==> src/rtl/pipe_stage_hs.sv <==
// Valid/ready pipeline register between datapath stages, with an optional
// skid entry, synchronous flush and a saturating backpressure counter.
module pipe_stage_hs #(
  parameter int WIDTH          = 128,
  parameter int SKID           = 1,
  parameter int CLEAR_ON_FLUSH = 1,
  parameter int CNTW           = 16
) (
  input  logic             CLK,
  input  logic             nRST,
  input  logic             in_valid,
  output logic             in_ready,
  input  logic [WIDTH-1:0] in_data,
  output logic             out_valid,
  input  logic             out_ready,
  output logic [WIDTH-1:0] out_data,
  input  logic             flush,
  output logic [CNTW-1:0]  stall_cnt
);

  typedef enum logic [1:0] {
    ST_EMPTY    = 2'd0,
    ST_FULL     = 2'd1,
    ST_SKIDFULL = 2'd2
  } state_t;

  localparam logic [CNTW-1:0] CNT_MAX = {CNTW{1'b1}};
  localparam logic [CNTW-1:0] CNT_ONE = CNTW'(1'b1);

  state_t           state_r, state_s;
  logic [WIDTH-1:0] main_r, main_s;
  logic [WIDTH-1:0] skid_r, skid_s;
  logic             out_valid_r;
  logic             in_ready_r;
  logic [CNTW-1:0]  stall_r, stall_s;
  logic             in_ready_s;

  // With a skid entry in_ready comes from a flop; without one it must look at out_ready.
  assign in_ready_s = (SKID != 0) ? in_ready_r : (!out_valid_r || out_ready);
  assign in_ready   = in_ready_s;
  assign out_valid  = out_valid_r;
  assign out_data   = main_r;
  assign stall_cnt  = stall_r;

  // Next-state and payload steering; flush overrides every handshake.
  always_comb begin
    state_s = state_r;
    main_s  = main_r;
    skid_s  = skid_r;
    if (flush) begin
      state_s = ST_EMPTY;
      if (CLEAR_ON_FLUSH != 0) begin
        main_s = {WIDTH{1'b0}};
        skid_s = {WIDTH{1'b0}};
      end else begin
        main_s = main_r;
        skid_s = skid_r;
      end
    end else begin
      case (state_r)
        ST_EMPTY: begin
          if (in_valid) begin
            main_s  = in_data;
            state_s = ST_FULL;
          end else begin
            state_s = ST_EMPTY;
          end
        end
        ST_FULL: begin
          if (out_ready) begin
            if (in_valid) begin
              main_s  = in_data;
              state_s = ST_FULL;
            end else begin
              state_s = ST_EMPTY;
            end
          end else if (in_valid && (SKID != 0)) begin
            // Younger entry parks in the skid register behind the stalled head.
            skid_s  = in_data;
            state_s = ST_SKIDFULL;
          end else begin
            state_s = ST_FULL;
          end
        end
        ST_SKIDFULL: begin
          if (out_ready) begin
            main_s  = skid_r;
            state_s = ST_FULL;
          end else begin
            state_s = ST_SKIDFULL;
          end
        end
        default: begin
          state_s = ST_EMPTY;
        end
      endcase
    end
  end

  // Saturating count of cycles the head entry is held by downstream.
  always_comb begin
    stall_s = stall_r;
    if (out_valid_r && !out_ready && (stall_r != CNT_MAX)) begin
      stall_s = stall_r + CNT_ONE;
    end else begin
      stall_s = stall_r;
    end
  end

  // State, payload and flag registers; reset discards every entry at once.
  always_ff @(posedge CLK or negedge nRST) begin
    if (!nRST) begin
      state_r     <= ST_EMPTY;
      main_r      <= {WIDTH{1'b0}};
      skid_r      <= {WIDTH{1'b0}};
      out_valid_r <= 1'b0;
      in_ready_r  <= 1'b1;
      stall_r     <= {CNTW{1'b0}};
    end else begin
      state_r     <= state_s;
      main_r      <= main_s;
      skid_r      <= skid_s;
      out_valid_r <= (state_s != ST_EMPTY);
      in_ready_r  <= (state_s != ST_SKIDFULL);
      stall_r     <= stall_s;
    end
  end

endmodule

==> config.mk <==
export PLATFORM = sky130hd
export DESIGN_NAME = pipe_stage_hs
export DESIGN_NICKNAME = d
export VERILOG_FILES = /design/src/rtl/pipe_stage_hs.sv
export SDC_FILE = /design/constraint.sdc
export NUM_CORES = 1
export LEC_CHECK = 0
export ABC_AREA = 0
export CAP_MARGIN = 10
export CORE_MARGIN = 1
export CORE_UTILIZATION = 45
export DETAILED_ROUTE_END_ITERATION = 10
export PLACE_DENSITY_LB_ADDON = 0.15
export SKIP_LAST_GASP = 1
export SLEW_MARGIN = 20
export SYNTH_ARGS = -nofsm -noshare
export SYNTH_HDL_FRONTEND = slang
export SYNTH_SLANG_ARGS = --single-unit
==> constraint.sdc <==
create_clock -name CLK -period 4.2 [get_ports CLK]
set_input_delay 0.63 -clock CLK [delete_from_list [all_inputs] [get_ports CLK]]
set_output_delay 0.63 -clock CLK [all_outputs]
set_load 0.1 [all_outputs]
# After elaboration in Yosys (flattened, before gate mapping)
# Cells that the tools add are included.
[totals]
rom_bits = 0
inputBits = 133
ff_bits = 276
latchBits = 0
mem_count = 0
ram_bits = 0
out_inout_bits = 146
wordCells = 39
[op_classes]
shifts = 0
reduce_logical = 10
add_sub_neg = 1
magnitude_cmp = 0
bitwise_logic = 0
div_mod_pow = 0
mul = 0
eq_ne = 7
mux = 15
[op_table]
columns = ["op", "n"]
rows = [
  ["two-way mux 128 bit", 8],
  ["case mux 128 bit (3 select lines)", 1],
  ["adder 16 x 1 -> 16 bit, second input constant", 1],
  ["!= test 16 bit, second input constant", 1],
  ["two-way mux 2 bit", 4],
  ["!= test 3 bit, second input constant", 2],
  ["case mux 2 bit (3 select lines)", 1],
  ["AND reduction 3 bit", 2],
  ["nonzero test 2 bit", 3],
  ["nonzero test 4 bit", 1],
  ["equality test 2 x 1 -> 1 bit, second input constant", 1],
  ["equality test 2 bit, second input constant", 1],
  ["logical AND 1 bit", 2],
  ["logical NOT 2 bit", 1],
  ["!= test 2 x 1 -> 1 bit, second input constant", 1],
  ["!= test 2 bit, second input constant", 1],
  ["logical NOT 1 bit", 1],
  ["two-way mux 1 bit", 1],
]

# Logic depth before layout (Yosys ltp)
[depth]
ltp_word = 5
mapped_depth = 6
ltp_nobuf = 6

# Worst setup path before layout
# No wires, ideal clock.
[synth_timing]
path_type = "register -> register"
from = "register stall_r[0] (netlist: stall_cnt[0])"
to = "register stall_r[4] (netlist: stall_cnt[4])"
arrival_ps = 2361
setup_time_ps = 164
path_buffers = 1
synth_period_minus_slack_ps = 2525
path_slack_ps = 1675
required_time_ps = 4036
path_stages_with_launch = 7
cell_sequence = "dfrtp_1 ha_1 nand3_1 o41a_1 clkbuf_1 nor2b_1 xor2_1"
[synth_via]
elab_chain_len = 2
elab_cells_between_ends = 3
classes_between = "add/sub: 1; eq/ne: 1; reduce/logical: 1"
[synth_rtl]
columns = ["element", "line_no", "text"]
rows = [
  ["from (decl)", "35", "logic [CNTW-1:0] stall_r, stall_s;"],
  ["from (signal assigned)", "118", "stall_r <= {CNTW{1'b0}};"],
  ["from (signal assigned)", "125", "stall_r <= stall_s;"],
  ["parallel branches: the longest is 2 deep, another holds adder 16 x 1 -> 16 bit", "n/a", ""],
]
# Parallel ways; which one is timed is not known.
# A chain may end at the register's enable or synchronous reset.

# Final worst setup path
[layout_timing]
from = "register in_ready_r (netlist: in_ready)"
to = "output in_ready"
[layout_lines]
columns = ["element", "line_no", "text"]
rows = [
  ["from (decl)", "34", "logic in_ready_r;"],
  ["from (signal assigned)", "124", "in_ready_r <= (state_s != ST_SKIDFULL);"],
  ["to (decl)", "12", "output logic in_ready,"],
]
# No word-level cell between the ends.

==> results.rst <==
.. list-table::
   :header-rows: 1

   * - Metric
     - Value
   * - Number of hold violations in the final report
     - 0
   * - Instance area at placement
     - 15,400 µm²
   * - Slew at the pin closest to its max-slew limit
     - 1.10 ns
   * - Cells along the critical path
     - clkdlybuf4s50_1
   * - Class of the most critical setup path
     - reg -> out
   * - Buffering stage count on the worst path with inverters included
     - 1
   * - Hold crit path type
     - in -> async
   * - Number of hold-repair buffers added at the cts stage
     - 0
   * - Antenna-violating nets left
     - 0
   * - Std cell rows
     - 60
   * - Post-synth cell types
     - 35
   * - Number of DRC violations after detailed-routing iteration 0
     - 667
   * - Number of warnings issued by yosys
     - 0
   * - Buffers inserted by post-CTS timing repair
     - 0
   * - Maximum fanout encountered on the critical timing path
     - 1
   * - Iteration count of the initial detailed-routing pass
     - 4
   * - Clock tree root driver cell
     - clkbuf_16
   * - RSZ-0062 raised after global routing
     - no
   * - Starting Density
     - 0.461
   * - CP startpoint kind
     - register
   * - Fillcell total
     - 2,206
   * - Final setup fails
     - 0
   * - Critical Path Max Stage Delay
     - 1.14 ns
   * - Total of max-cap violations
     - 0
   * - CTS tree
     - yes
   * - Number of nets in the finished design
     - 1,448
   * - Critical path required time
     - 3.57 ns
   * - Height of the die
     - 168 µm
   * - Clock buffer count from CTS
     - 30
   * - Fraction of layout cells with a size suffix above 1
     - 0.149
   * - Count of boundary I/O pins
     - 279
   * - Critical path data arrival time
     - 2.20 ns
   * - Global route overflow
     - 0
   * - Final routed wire length divided by cell count
     - 19.4 µm
   * - Total routing resource utilization after global routing
     - 0.231
   * - Wire length of the first global-routing pass
     - 52,400 µm
   * - Max Clk Rate
     - 0.353 GHz
   * - Period minus WS final
     - 2.83 ns
   * - Final cell count without fillers
     - 1,676
   * - Half-perimeter wire length after detailed placement
     - 19,000 µm
   * - Pwr per Cell Area
     - 476 nW/µm²
   * - Routability Congestion
     - 0.810
   * - Cell count after synthesis
     - 1,076
   * - Number of global-route vias before repair
     - 9,514
   * - Max-slew violation total from the final report
     - 0
   * - Buffers on Ports
     - 278
   * - Crit end category
     - output port
   * - Total routed wirelength
     - 32,500 µm
   * - Largest net degree at the start of global routing
     - 114
   * - Syn Area/Cell
     - 11.6 µm²
   * - Clock insertion delay at the later pin of the skew report
     - 0.55 ns
   * - Total Neg Setup Slack
     - 0 ns
   * - Sequential area share after synthesis
     - 0.555
   * - Level count of the clock H-tree
     - 1
   * - Synthesized net count
     - 1,211
   * - Most numerous cell types in the synthesized netlist
     - dfrtp_1 (275), nand2_1 (269), a21oi_1 (129), a22o_1 (128), mux2_4 (118)
   * - Floorplan Core Area
     - 27,000 µm²
   * - Cell type with the largest total area after synthesis
     - dfrtp_1
   * - Relative max-transition margin
     - 0.265
   * - Die footprint
     - 28,300 µm²
   * - Layout Cell Area excl Fill
     - 16,500 µm²
   * - Share of async-settable or async-resettable flops after synthesis
     - 1.00
   * - Max rail drop VDD
     - 334 µV
   * - Worst path top cell family by delay
     - buffers and inverters
   * - Cell with the most instances after synthesis
     - dfrtp_1
   * - Sink Count
     - 276
   * - Final-layout worst hold slack
     - 0.0825 ns
   * - Run status
     - complete, no violations
   * - Post-synthesis instance area
     - 12,500 µm²
   * - Via Count
     - 9,230
   * - Total of cells resized after clock tree synthesis
     - 0
   * - Highest-delay cell along the critical path
     - clkdlybuf4s50_1
   * - Share of the synthesized area in the top cell type
     - 0.553
   * - Number of antenna violations at the first check in global routing
     - 3
   * - FF+latch count, synth
     - 276
   * - Post-detailed-route DRC marker count
     - 0
   * - Clock transition at the register clock pins on the worst setup and hold paths after CTS
     - 0.06 ns
   * - Average via count per standard cell
     - 5.51
   * - Clock Tree Buf Depth
     - 3
   * - Flip-flop cell with the highest count after synthesis
     - dfrtp_1
   * - Synth area leaders
     - dfrtp_1 (55%), mux2_4 (14%), a22o_1 (9.0%)
   * - Standby leakage power
     - 7.79 nW
   * - Area growth from synthesis to layout
     - 32.5%
   * - Setup skew after layout
     - 0.0140 ns
   * - Number of enable-type register cells in the synthesized netlist
     - 0
   * - Die W
     - 168 µm
   * - Placed instance count
     - 1,622
   * - Final cycle utilization of the critical path
     - 0.674
cell usage in the layout, fill, tap and decap left out, types with 4 or more instances in the layout:
cell type,count
nand4_1,6
clkinv_2,4
nor2b_1,4
clkinvlp_4,4
nor3_1,5
a22o_1,128
clkdlybuf4s50_1,276
mux2_4,118
xnor2_1,5
clkbuf_1,4
a21oi_1,129
buf_12,5
dfrtp_1,275
mux2_2,10
nand2_1,269
bufinv_16,6
buf_4,9
xor2_1,8
clkbuf_16,31
nor2_1,4
sequential cells by signal (all words and copies together) (netlist names):
| signal | count |
|---|---|
| in_ready | 1 |
| out_data | 128 |
| out_valid | 1 |
| skid_r | 128 |
| stall_cnt | 16 |
| state_r | 2 |
final cells by class:
cell class	count	area (µm²)	share of cell area
Tap cell	341	427	0.0259
Timing Repair Buffer	291	2950	0.179
Sequential cell	276	6910	0.419
Multi-Input combinational cell	711	5130	0.311
Inverter	3	11.3	0.000683
Antenna cell	1	2.50	0.000152
Clock inverter	15	241	0.0146
Clock buffer	38	832	0.0504
layer usage:
layer / up-vias / GRT usage / part of all wire / wire, µm
li1: 4233 / - / - / -
met1: 4648 / 0.336 / 0.47 / 15100
met2: 301 / 0.349 / 0.45 / 14600
met3: 48 / 0.0444 / 0.062 / 2010
met4: 0 / 0.0696 / 0.024 / 767
met5: - / 0 / 0 / 0
through the flow:
stage                     utilization  power (mW)  setup WS (ns)
after floorplan                     -        4.44           1.68
after global placement          0.571        5.04           1.45
after detailed placement        0.571        5.05           1.42
after CTS                       0.610        7.93           1.34
after global routing            0.610        8.12           1.33
final                           0.610        7.85           1.37
cells by family after synthesis:
| group | after synthesis | share of synthesized area |
|---|---|---|
| and+or+nand+nor | 300 | 0.0958 |
| DFF | 276 | 0.555 |
| AOI/OAI and AO/OA | 264 | 0.147 |
| muxes | 132 | 0.155 |
| buffers and inverters | 89 | 0.0370 |
| xor gates and xnor gates | 13 | 0.00914 |
| adders and majority gates | 2 | 0.00201 |
power breakdown:
part           switching, mW  total, mW  internal, mW
clock                   1.08       2.85          1.77
sequential             0.128       2.96          2.83
combinational           1.44       2.05         0.607
worst paths after layout:
check                              startpoint             to  slack [ns]  cells past startpoint
worst max-delay path                 in_ready       in_ready        1.37                      1
worst min-delay path                     nRST    skid_r[117]        0.08                      1
worst max register to register     state_r[0]   out_data[76]        1.60                      5
worst min register to register  out_data[126]  out_data[126]        0.49                      1
max in group asynchronous                nRST      skid_r[6]        2.97                      2
min in group CLK                out_data[126]  out_data[126]        0.49                      1
No activity file was read; power rests on OpenSTA's default activity.
